**config.mk**
```make
export PLATFORM = sky130hd
export DESIGN_NAME = neurocore_serial_hub_flat
export DESIGN_NICKNAME = d
export VERILOG_FILES = /design/src/rtl/neurocore_serial_hub_if.sv /design/src/rtl/neurocore_serial_hub.sv /design/src/flat_wrapper.sv
export SDC_FILE = /design/constraint.sdc
export NUM_CORES = 1
export LEC_CHECK = 0
export CAP_MARGIN = 20
export CORE_ASPECT_RATIO = 1.2
export CORE_MARGIN = 2
export CORE_UTILIZATION = 64
export DETAILED_ROUTE_END_ITERATION = 12
export PLACE_DENSITY = 0.95
export SLEW_MARGIN = 10
export SYNTH_ARGS = -nofsm -noshare
export SYNTH_HDL_FRONTEND = slang
export SYNTH_SLANG_ARGS = --single-unit
```
**constraint.sdc**
```tcl
create_clock -name CLK -period 8.15 [get_ports CLK]
set_input_delay 1.63 -clock CLK [delete_from_list [all_inputs] [get_ports CLK]]
set_output_delay 1.63 -clock CLK [all_outputs]
set_load 0.05 [all_outputs]
```
**src/rtl/neurocore_serial_hub_if.sv**
```systemverilog
// Core-side byte handshake and status bundle of the neurocore serial hub.
// The hub drives the slave side; the neural core drives the master side.
interface neurocore_serial_hub_if #(
  parameter int DATA_BITS  = 8,
  parameter int FIFO_DEPTH = 4
);
  localparam int CNT_W = $clog2(FIFO_DEPTH) + 1;

  logic [DATA_BITS-1:0] rx_data;
  logic                 rx_valid;
  logic                 rx_ready;
  logic [DATA_BITS-1:0] tx_data;
  logic                 tx_valid;
  logic                 tx_ready;
  logic [CNT_W-1:0]     rx_count;
  logic                 rx_overrun;
  logic                 frame_err;
  logic                 tx_busy;

  modport master (
    input  rx_data, rx_valid, tx_ready, rx_count, rx_overrun, frame_err, tx_busy,
    output rx_ready, tx_data, tx_valid
  );

  modport slave (
    output rx_data, rx_valid, tx_ready, rx_count, rx_overrun, frame_err, tx_busy,
    input  rx_ready, tx_data, tx_valid
  );
endinterface

```
**src/rtl/neurocore_serial_hub.sv**
```systemverilog
// UART receiver with RX FIFO, single-buffer UART transmitter and hardware echo mode
// for the neurocore tile; the core side is a pair of valid/ready byte streams.
module neurocore_serial_hub #(
  parameter int CLKS_PER_BIT = 87,
  parameter int DATA_BITS    = 8,
  parameter int FIFO_DEPTH   = 4
) (
  input  logic                  CLK,
  input  logic                  RESET,
  input  logic                  RXD,
  output logic                  TXD,
  input  logic                  loopback,
  neurocore_serial_hub_if.slave bus
);
  typedef enum logic [1:0] {S_IDLE, S_START, S_DATA, S_STOP} state_e;

  localparam int CW = $clog2(CLKS_PER_BIT + 1);
  localparam int BW = $clog2(DATA_BITS + 1);
  localparam int PW = $clog2(FIFO_DEPTH);
  localparam int OW = PW + 1;
  localparam logic [CW-1:0] BIT_END  = CW'(CLKS_PER_BIT);
  localparam logic [CW-1:0] HALF_BIT = CW'(CLKS_PER_BIT / 2);
  localparam logic [BW-1:0] LAST_BIT = BW'(DATA_BITS - 1);
  localparam logic [OW-1:0] FULL     = OW'(FIFO_DEPTH);

  logic rxd_meta_q, rxd_sync_q, rxd_prev_q;

  state_e               rx_state_q, rx_state_d;
  logic [CW-1:0]        rx_cnt_q, rx_cnt_d;
  logic [BW-1:0]        rx_bit_q, rx_bit_d;
  logic [DATA_BITS-1:0] rx_shift_q, rx_shift_d;
  logic                 rx_brk_q, rx_brk_d;
  logic                 rx_push, rx_ferr;

  logic [DATA_BITS-1:0] mem_q [FIFO_DEPTH];
  logic [PW-1:0]        wr_ptr_q, wr_ptr_d, rd_ptr_q, rd_ptr_d;
  logic [OW-1:0]        count_q, count_d;
  logic [DATA_BITS-1:0] head_q, head_d;
  logic                 fifo_pop, push_ok, overrun;

  state_e               tx_state_q, tx_state_d;
  logic [CW-1:0]        tx_cnt_q, tx_cnt_d;
  logic [BW-1:0]        tx_bit_q, tx_bit_d;
  logic [DATA_BITS-1:0] tx_shift_q, tx_shift_d;
  logic                 txd_q, txd_d;
  logic                 tx_load;
  logic [DATA_BITS-1:0] tx_byte;

  logic tx_busy_q, frame_err_q, rx_overrun_q;

  // State register for both FSMs, the FIFO bookkeeping and the registered outputs.
  always_ff @(posedge CLK) begin
    if (!RESET) begin
      rxd_meta_q   <= 1'b1;
      rxd_sync_q   <= 1'b1;
      rxd_prev_q   <= 1'b1;
      rx_state_q   <= S_IDLE;
      rx_cnt_q     <= '0;
      rx_bit_q     <= '0;
      rx_shift_q   <= '0;
      rx_brk_q     <= 1'b0;
      wr_ptr_q     <= '0;
      rd_ptr_q     <= '0;
      count_q      <= '0;
      head_q       <= '0;
      tx_state_q   <= S_IDLE;
      tx_cnt_q     <= '0;
      tx_bit_q     <= '0;
      tx_shift_q   <= '0;
      txd_q        <= 1'b1;
      tx_busy_q    <= 1'b0;
      frame_err_q  <= 1'b0;
      rx_overrun_q <= 1'b0;
    end else begin
      rxd_meta_q   <= RXD;
      rxd_sync_q   <= rxd_meta_q;
      rxd_prev_q   <= rxd_sync_q;
      rx_state_q   <= rx_state_d;
      rx_cnt_q     <= rx_cnt_d;
      rx_bit_q     <= rx_bit_d;
      rx_shift_q   <= rx_shift_d;
      rx_brk_q     <= rx_brk_d;
      wr_ptr_q     <= wr_ptr_d;
      rd_ptr_q     <= rd_ptr_d;
      count_q      <= count_d;
      head_q       <= head_d;
      tx_state_q   <= tx_state_d;
      tx_cnt_q     <= tx_cnt_d;
      tx_bit_q     <= tx_bit_d;
      tx_shift_q   <= tx_shift_d;
      txd_q        <= txd_d;
      tx_busy_q    <= (tx_state_d != S_IDLE);
      frame_err_q  <= rx_ferr;
      rx_overrun_q <= overrun;
    end
  end

  always_ff @(posedge CLK) begin
    if (RESET && push_ok) begin
      mem_q[wr_ptr_q] <= rx_shift_q;
    end
  end

  // RX next state; a bad stop bit parks in STOP until the line idles so a break cannot retrigger.
  always_comb begin
    rx_state_d = rx_state_q;
    rx_cnt_d   = rx_cnt_q;
    rx_bit_d   = rx_bit_q;
    rx_shift_d = rx_shift_q;
    rx_brk_d   = rx_brk_q;
    rx_push    = 1'b0;
    rx_ferr    = 1'b0;
    case (rx_state_q)
      S_IDLE: begin
        if (rxd_prev_q && !rxd_sync_q) begin
          rx_state_d = S_START;
          rx_cnt_d   = CW'(1);
        end
      end
      S_START: begin
        if (rx_cnt_q == HALF_BIT) begin
          rx_cnt_d   = CW'(1);
          rx_bit_d   = '0;
          rx_state_d = rxd_sync_q ? S_IDLE : S_DATA;
        end else begin
          rx_cnt_d = rx_cnt_q + 1'b1;
        end
      end
      S_DATA: begin
        if (rx_cnt_q == BIT_END) begin
          rx_cnt_d   = CW'(1);
          rx_shift_d = {rxd_sync_q, rx_shift_q[DATA_BITS-1:1]};
          rx_bit_d   = rx_bit_q + 1'b1;
          if (rx_bit_q == LAST_BIT) begin
            rx_state_d = S_STOP;
          end
        end else begin
          rx_cnt_d = rx_cnt_q + 1'b1;
        end
      end
      S_STOP: begin
        if (rx_brk_q) begin
          if (rxd_sync_q) begin
            rx_state_d = S_IDLE;
            rx_brk_d   = 1'b0;
          end
        end else if (rx_cnt_q == BIT_END) begin
          if (rxd_sync_q) begin
            rx_push    = 1'b1;
            rx_state_d = S_IDLE;
          end else begin
            rx_ferr  = 1'b1;
            rx_brk_d = 1'b1;
          end
        end else begin
          rx_cnt_d = rx_cnt_q + 1'b1;
        end
      end
      default: rx_state_d = S_IDLE;
    endcase
  end

  // FIFO: in echo mode the head is drained straight into an idle transmitter.
  always_comb begin
    logic [PW-1:0] rd_next;
    fifo_pop = (count_q != '0) && (loopback ? (tx_state_q == S_IDLE) : bus.rx_ready);
    push_ok  = rx_push && ((count_q != FULL) || fifo_pop);
    overrun  = rx_push && (count_q == FULL) && !fifo_pop;
    rd_next  = fifo_pop ? rd_ptr_q + 1'b1 : rd_ptr_q;
    rd_ptr_d = rd_next;
    wr_ptr_d = push_ok ? wr_ptr_q + 1'b1 : wr_ptr_q;
    count_d  = count_q + OW'(push_ok) - OW'(fifo_pop);
    // A push landing on the new head slot bypasses the array read.
    head_d   = (push_ok && (wr_ptr_q == rd_next)) ? rx_shift_q : mem_q[rd_next];
  end

  assign tx_load = (tx_state_q == S_IDLE) && (loopback ? (count_q != '0) : bus.tx_valid);
  assign tx_byte = loopback ? head_q : bus.tx_data;

  // TX next state; TXD is registered, so each bit value is set on the edge that starts it.
  always_comb begin
    tx_state_d = tx_state_q;
    tx_cnt_d   = tx_cnt_q;
    tx_bit_d   = tx_bit_q;
    tx_shift_d = tx_shift_q;
    txd_d      = txd_q;
    case (tx_state_q)
      S_IDLE: begin
        if (tx_load) begin
          tx_state_d = S_START;
          tx_cnt_d   = CW'(1);
          tx_shift_d = tx_byte;
          txd_d      = 1'b0;
        end
      end
      S_START: begin
        if (tx_cnt_q == BIT_END) begin
          tx_state_d = S_DATA;
          tx_cnt_d   = CW'(1);
          tx_bit_d   = '0;
          txd_d      = tx_shift_q[0];
        end else begin
          tx_cnt_d = tx_cnt_q + 1'b1;
        end
      end
      S_DATA: begin
        if (tx_cnt_q == BIT_END) begin
          tx_cnt_d = CW'(1);
          if (tx_bit_q == LAST_BIT) begin
            tx_state_d = S_STOP;
            txd_d      = 1'b1;
          end else begin
            tx_bit_d   = tx_bit_q + 1'b1;
            tx_shift_d = tx_shift_q >> 1;
            txd_d      = tx_shift_q[1];
          end
        end else begin
          tx_cnt_d = tx_cnt_q + 1'b1;
        end
      end
      S_STOP: begin
        if (tx_cnt_q == BIT_END) begin
          tx_state_d = S_IDLE;
        end else begin
          tx_cnt_d = tx_cnt_q + 1'b1;
        end
      end
      default: tx_state_d = S_IDLE;
    endcase
  end

  always_comb begin
    bus.rx_valid = (count_q != '0) && !loopback;
    bus.tx_ready = (tx_state_q == S_IDLE) && !loopback;
  end

  assign TXD            = txd_q;
  assign bus.rx_data    = head_q;
  assign bus.rx_count   = count_q;
  assign bus.rx_overrun = rx_overrun_q;
  assign bus.frame_err  = frame_err_q;
  assign bus.tx_busy    = tx_busy_q;
endmodule

```
**src/flat_wrapper.sv**
```systemverilog
// flat-port wrapper written by rule: the top's interface ports become plain ports
module neurocore_serial_hub_flat 
#(
  parameter int CLKS_PER_BIT = 87,
  parameter int DATA_BITS    = 8,
  parameter int FIFO_DEPTH   = 4
)
  (CLK, RESET, RXD, TXD, loopback, bus_rx_data, bus_rx_valid, bus_tx_ready, bus_rx_count, bus_rx_overrun, bus_frame_err, bus_tx_busy, bus_rx_ready, bus_tx_data, bus_tx_valid);
  neurocore_serial_hub_if #(.DATA_BITS(DATA_BITS), .FIFO_DEPTH(FIFO_DEPTH)) bus_i ();
  input  logic CLK;
  input  logic RESET;
  input  logic RXD;
  output logic TXD;
  input  logic loopback;
  output wire logic [$bits(bus_i.rx_data)-1:0] bus_rx_data;
  output wire logic [$bits(bus_i.rx_valid)-1:0] bus_rx_valid;
  output wire logic [$bits(bus_i.tx_ready)-1:0] bus_tx_ready;
  output wire logic [$bits(bus_i.rx_count)-1:0] bus_rx_count;
  output wire logic [$bits(bus_i.rx_overrun)-1:0] bus_rx_overrun;
  output wire logic [$bits(bus_i.frame_err)-1:0] bus_frame_err;
  output wire logic [$bits(bus_i.tx_busy)-1:0] bus_tx_busy;
  input wire logic [$bits(bus_i.rx_ready)-1:0] bus_rx_ready;
  input wire logic [$bits(bus_i.tx_data)-1:0] bus_tx_data;
  input wire logic [$bits(bus_i.tx_valid)-1:0] bus_tx_valid;
  assign bus_rx_data = bus_i.rx_data;
  assign bus_rx_valid = bus_i.rx_valid;
  assign bus_tx_ready = bus_i.tx_ready;
  assign bus_rx_count = bus_i.rx_count;
  assign bus_rx_overrun = bus_i.rx_overrun;
  assign bus_frame_err = bus_i.frame_err;
  assign bus_tx_busy = bus_i.tx_busy;
  assign bus_i.rx_ready = bus_rx_ready;
  assign bus_i.tx_data = bus_tx_data;
  assign bus_i.tx_valid = bus_tx_valid;
  neurocore_serial_hub #(.CLKS_PER_BIT(CLKS_PER_BIT), .DATA_BITS(DATA_BITS), .FIFO_DEPTH(FIFO_DEPTH)) u_core (.CLK(CLK), .RESET(RESET), .RXD(RXD), .TXD(TXD), .loopback(loopback), .bus(bus_i));
endmodule
```
==> impl_metrics.tcl <==
set metrics [dict create \
    cts_tree "done" \
    seq_area_mm2 0.00226 \
    antenna_found_initial 0 \
    met1Wirelength_mm 4.60 \
    synth_cell_type_count 64 \
    r2r_start "u_core.tx_state_q[0]" \
    min_to "u_core.rxd_sync_q" \
    clk_latency_ns 0.39 \
    synth_area_mm2 0.00509 \
    htree_num_levels 3 \
    core_mm2 0.00771 \
    grt.overflow.total 0 \
    fin_setup_tns_ns 0 \
    synth-edff-count 32 \
    crit_arrival_ns 3.53 \
    reg2reg_depth 10 \
    synth_fa_ha_area_share_pct 5.07 \
    rsz0062_at_grt "no" \
    cp-end-kind "output pin" \
    synth.area.top_cells "dfxtp_1 (26%), edfxtp_1 (19%), mux2i_1 (6.5%)" \
    drv_slew 0 \
    maxCapViolCount 0 \
    ys_warn_count 0 \
    placed_cell_area_mm2 0.00539 \
    port_buffers 30 \
    holdPathStages 1 \
    cts_buffers 9 \
    pre_cts_slack_ns 3.03 \
    cts.sinks 97 \
    viasPerCell 6.48 \
    synth_xor_area_share_pct 1.72 \
    dpl.hpwl_mm 7.81 \
    synth_top_family_by_area "simple AND/OR/NAND/NOR gates" \
    grt_usage_pct 26.6 \
    reg2reg_to "u_core.bus.rx_count[2]" \
    cp_data_required_time_ns 6.52 \
    drcViolationCount 0 \
    grt_pass1_wl_mm 18.4 \
    topRoutingLayerUsed "met4" \
    worstSetupStartpointType "primary input" \
    cts_resized 0 \
    syn_nets 558 \
    post_drt_wl_per_cell_um 17.6 \
    min_path_type "reg2reg" \
    synthTopCellsByCount "dfxtp_1 (65), nor2_1 (42), o21ai_0 (38)" \
    outcome "completed" \
    io_pins 31 \
    worst_slew_pin_slew_ns 1.02 \
    synth_most_common_cell "dfxtp_1" \
    cts_root_buf "clkbuf_8" \
    synth_top_area_share_pct 25.6 \
    power_mw 1.50 \
    final_util_pct 72.5 \
    clock_path_buffers 2 \
    synth_seq_cells 97 \
    irDropWorstVdd_mv 0.253 \
    dr.pass1.iters 11 \
    finalHoldViolations 0 \
    async_flop_share_pct 0 \
    finalCriticalPeriod_ns 5.16 \
    final_antenna_net_count 0 \
    fp.dieW_um 85.4 \
    fin_cells 637 \
    initial_core_util_pct 66.0 \
    fin_ws_ns 2.99 \
    power.density_mw_per_mm2 269 \
    synth_compound_area_share_pct 15.5 \
    post-route-period-util_pct 63.3 \
    grt_pass1_vias 3880 \
    max_freq_mhz 194 \
    ctsHoldBuffers 0 \
    hold_ws_ns 0.428 \
    seq_area_frac_synth_pct 44.5 \
    yosysTopAreaCell "dfxtp_1" \
    clk_pin_slew_ns 0.10 \
    reg2reg_slack_ns 5.02 \
    vias 4129 \
    fill_cells 492 \
    holdCritStartpoint "u_core.rxd_meta_q" \
    first_iter_violations 686 \
    ys.flop_type "dfxtp_1" \
    muxShareOfSynthArea_pct 10.8 \
    multi_input_area_mm2 0.00258 \
    synthSimpleGateAreaFrac_pct 17.7 \
    critical_path.max_fanout 14 \
    cts_setup_buffers 0 \
    slew_headroom_pct 31.6 \
    synth.avg_cell_area_um2 9.71 \
    fin_skew_ns 0.0171 \
    setup_viol 0 \
    die_y_um 102 \
    leakage_nw 1.98 \
    layout-drive-gt1-share_pct 11.0 \
    critPathKind "in2out" \
    dieArea_mm2 0.00868 \
    wl_met2_mm 5.55 \
    final_area_mm2 0.00559 \
    gp_congestion 0.924 \
    nNetsFinal 574 \
    syn2layout_area_growth_pct 9.91 \
    synth_cells 524 \
    rows 35 \
    grt_max_degree 40 \
    drt-total-wl_mm 11.2 \
    dr_wl_met3_um 726 \
    antennaDiodeCount 0 \
    dp.cells 621 \
]
## metal layers
metal | track usage (%) | vias to the layer above
met3 | 4.48 | 40
met5 | 0 | -
met2 | 43.6 | 220
met1 | 33.2 | 1935
met4 | 15.8 | 0
li1 | - | 1934
## cell usage in the layout (no fill, tap or decap), types with 4 or more instances in the layout
master            n
o21ai_0          38
xor2_1            4
nand3_1          20
a31oi_1           4
mux2i_1          33
a22oi_1           9
nand4_1           6
nand2b_1          5
a21oi_1          36
dfxtp_1          65
clkbuf_8          9
xnor2_1           6
a222oi_1          8
edfxtp_1         32
or2_2             8
clkdlybuf4s50_1  30
and2_1           10
nand2_1          34
a211oi_1          4
inv_1            29
mux2_2           18
nor3_1            6
or4_1             5
nor2_1           42
ha_1             19
## cell type report
cell class,instances,share of cell area (%)
multi-input cells,371,46.2
flip-flops and latches,97,40.5
repair buffers,32,5.64
clock buffers,9,2.22
well taps,92,2.06
inverters,29,1.95
clock inverters,7,1.45
## power breakdown
| group | switching (mW) | internal [mW] | leakage (nW) | total (mW) |
|---|---|---|---|---|
| logic | 0.353 | 0.215 | 1.05 | 0.568 |
| clock network | 0.186 | 0.147 | 0.103 | 0.333 |
| registers | 0.0595 | 0.542 | 0.827 | 0.602 |
## worst max-delay path by stage
stage,end,start,slack (ns)
2_1_floorplan,bus_tx_ready,loopback,3.75
3_3_place_gp,bus_rx_valid,loopback,3.07
3_5_place_dp,bus_tx_ready,loopback,3.03
4_1_cts,bus_rx_valid,loopback,3.01
5_1_grt,bus_rx_valid,loopback,2.93
6_report,bus_rx_valid,loopback,2.99
## cell families after synthesis
logic type / after synthesis
multiplexers: 52
adder cells (fa/ha/maj): 20
AND/OR/NAND/NOR: 167
XOR/XNOR: 10
flip-flops: 97
AO/OA/AOI/OAI: 122
buffers and inverters: 56
## worst max-delay path, cell delays in order
cell and delay (ns):
clkdlybuf4s50_1 0.80, nor2_1 0.27, clkdlybuf4s50_1 0.83
## registers in the layout (all words and copies together) (netlist names), named ones only
register	count
u_core.rx_cnt_q	7
u_core.tx_bit_q	4
u_core.bus.rx_overrun	1
u_core.rd_ptr_q	2
u_core.rx_shift_q	8
u_core.tx_state_q	2
u_core.TXD	1
u_core.rxd_sync_q	1
u_core.bus.frame_err	1
u_core.rx_state_q	1
u_core.mem_q	32
u_core.rxd_meta_q	1
u_core.rx_brk_q	1
u_core.bus.rx_data	8
u_core.rxd_prev_q	1
u_core.wr_ptr_q	2
u_core.bus.tx_busy	1
u_core.tx_cnt_q	7
u_core.bus.rx_count	3
u_core.rx_bit_q	4
u_core.tx_shift_q	8
Note: power is estimated with default switching activity, not from simulation.
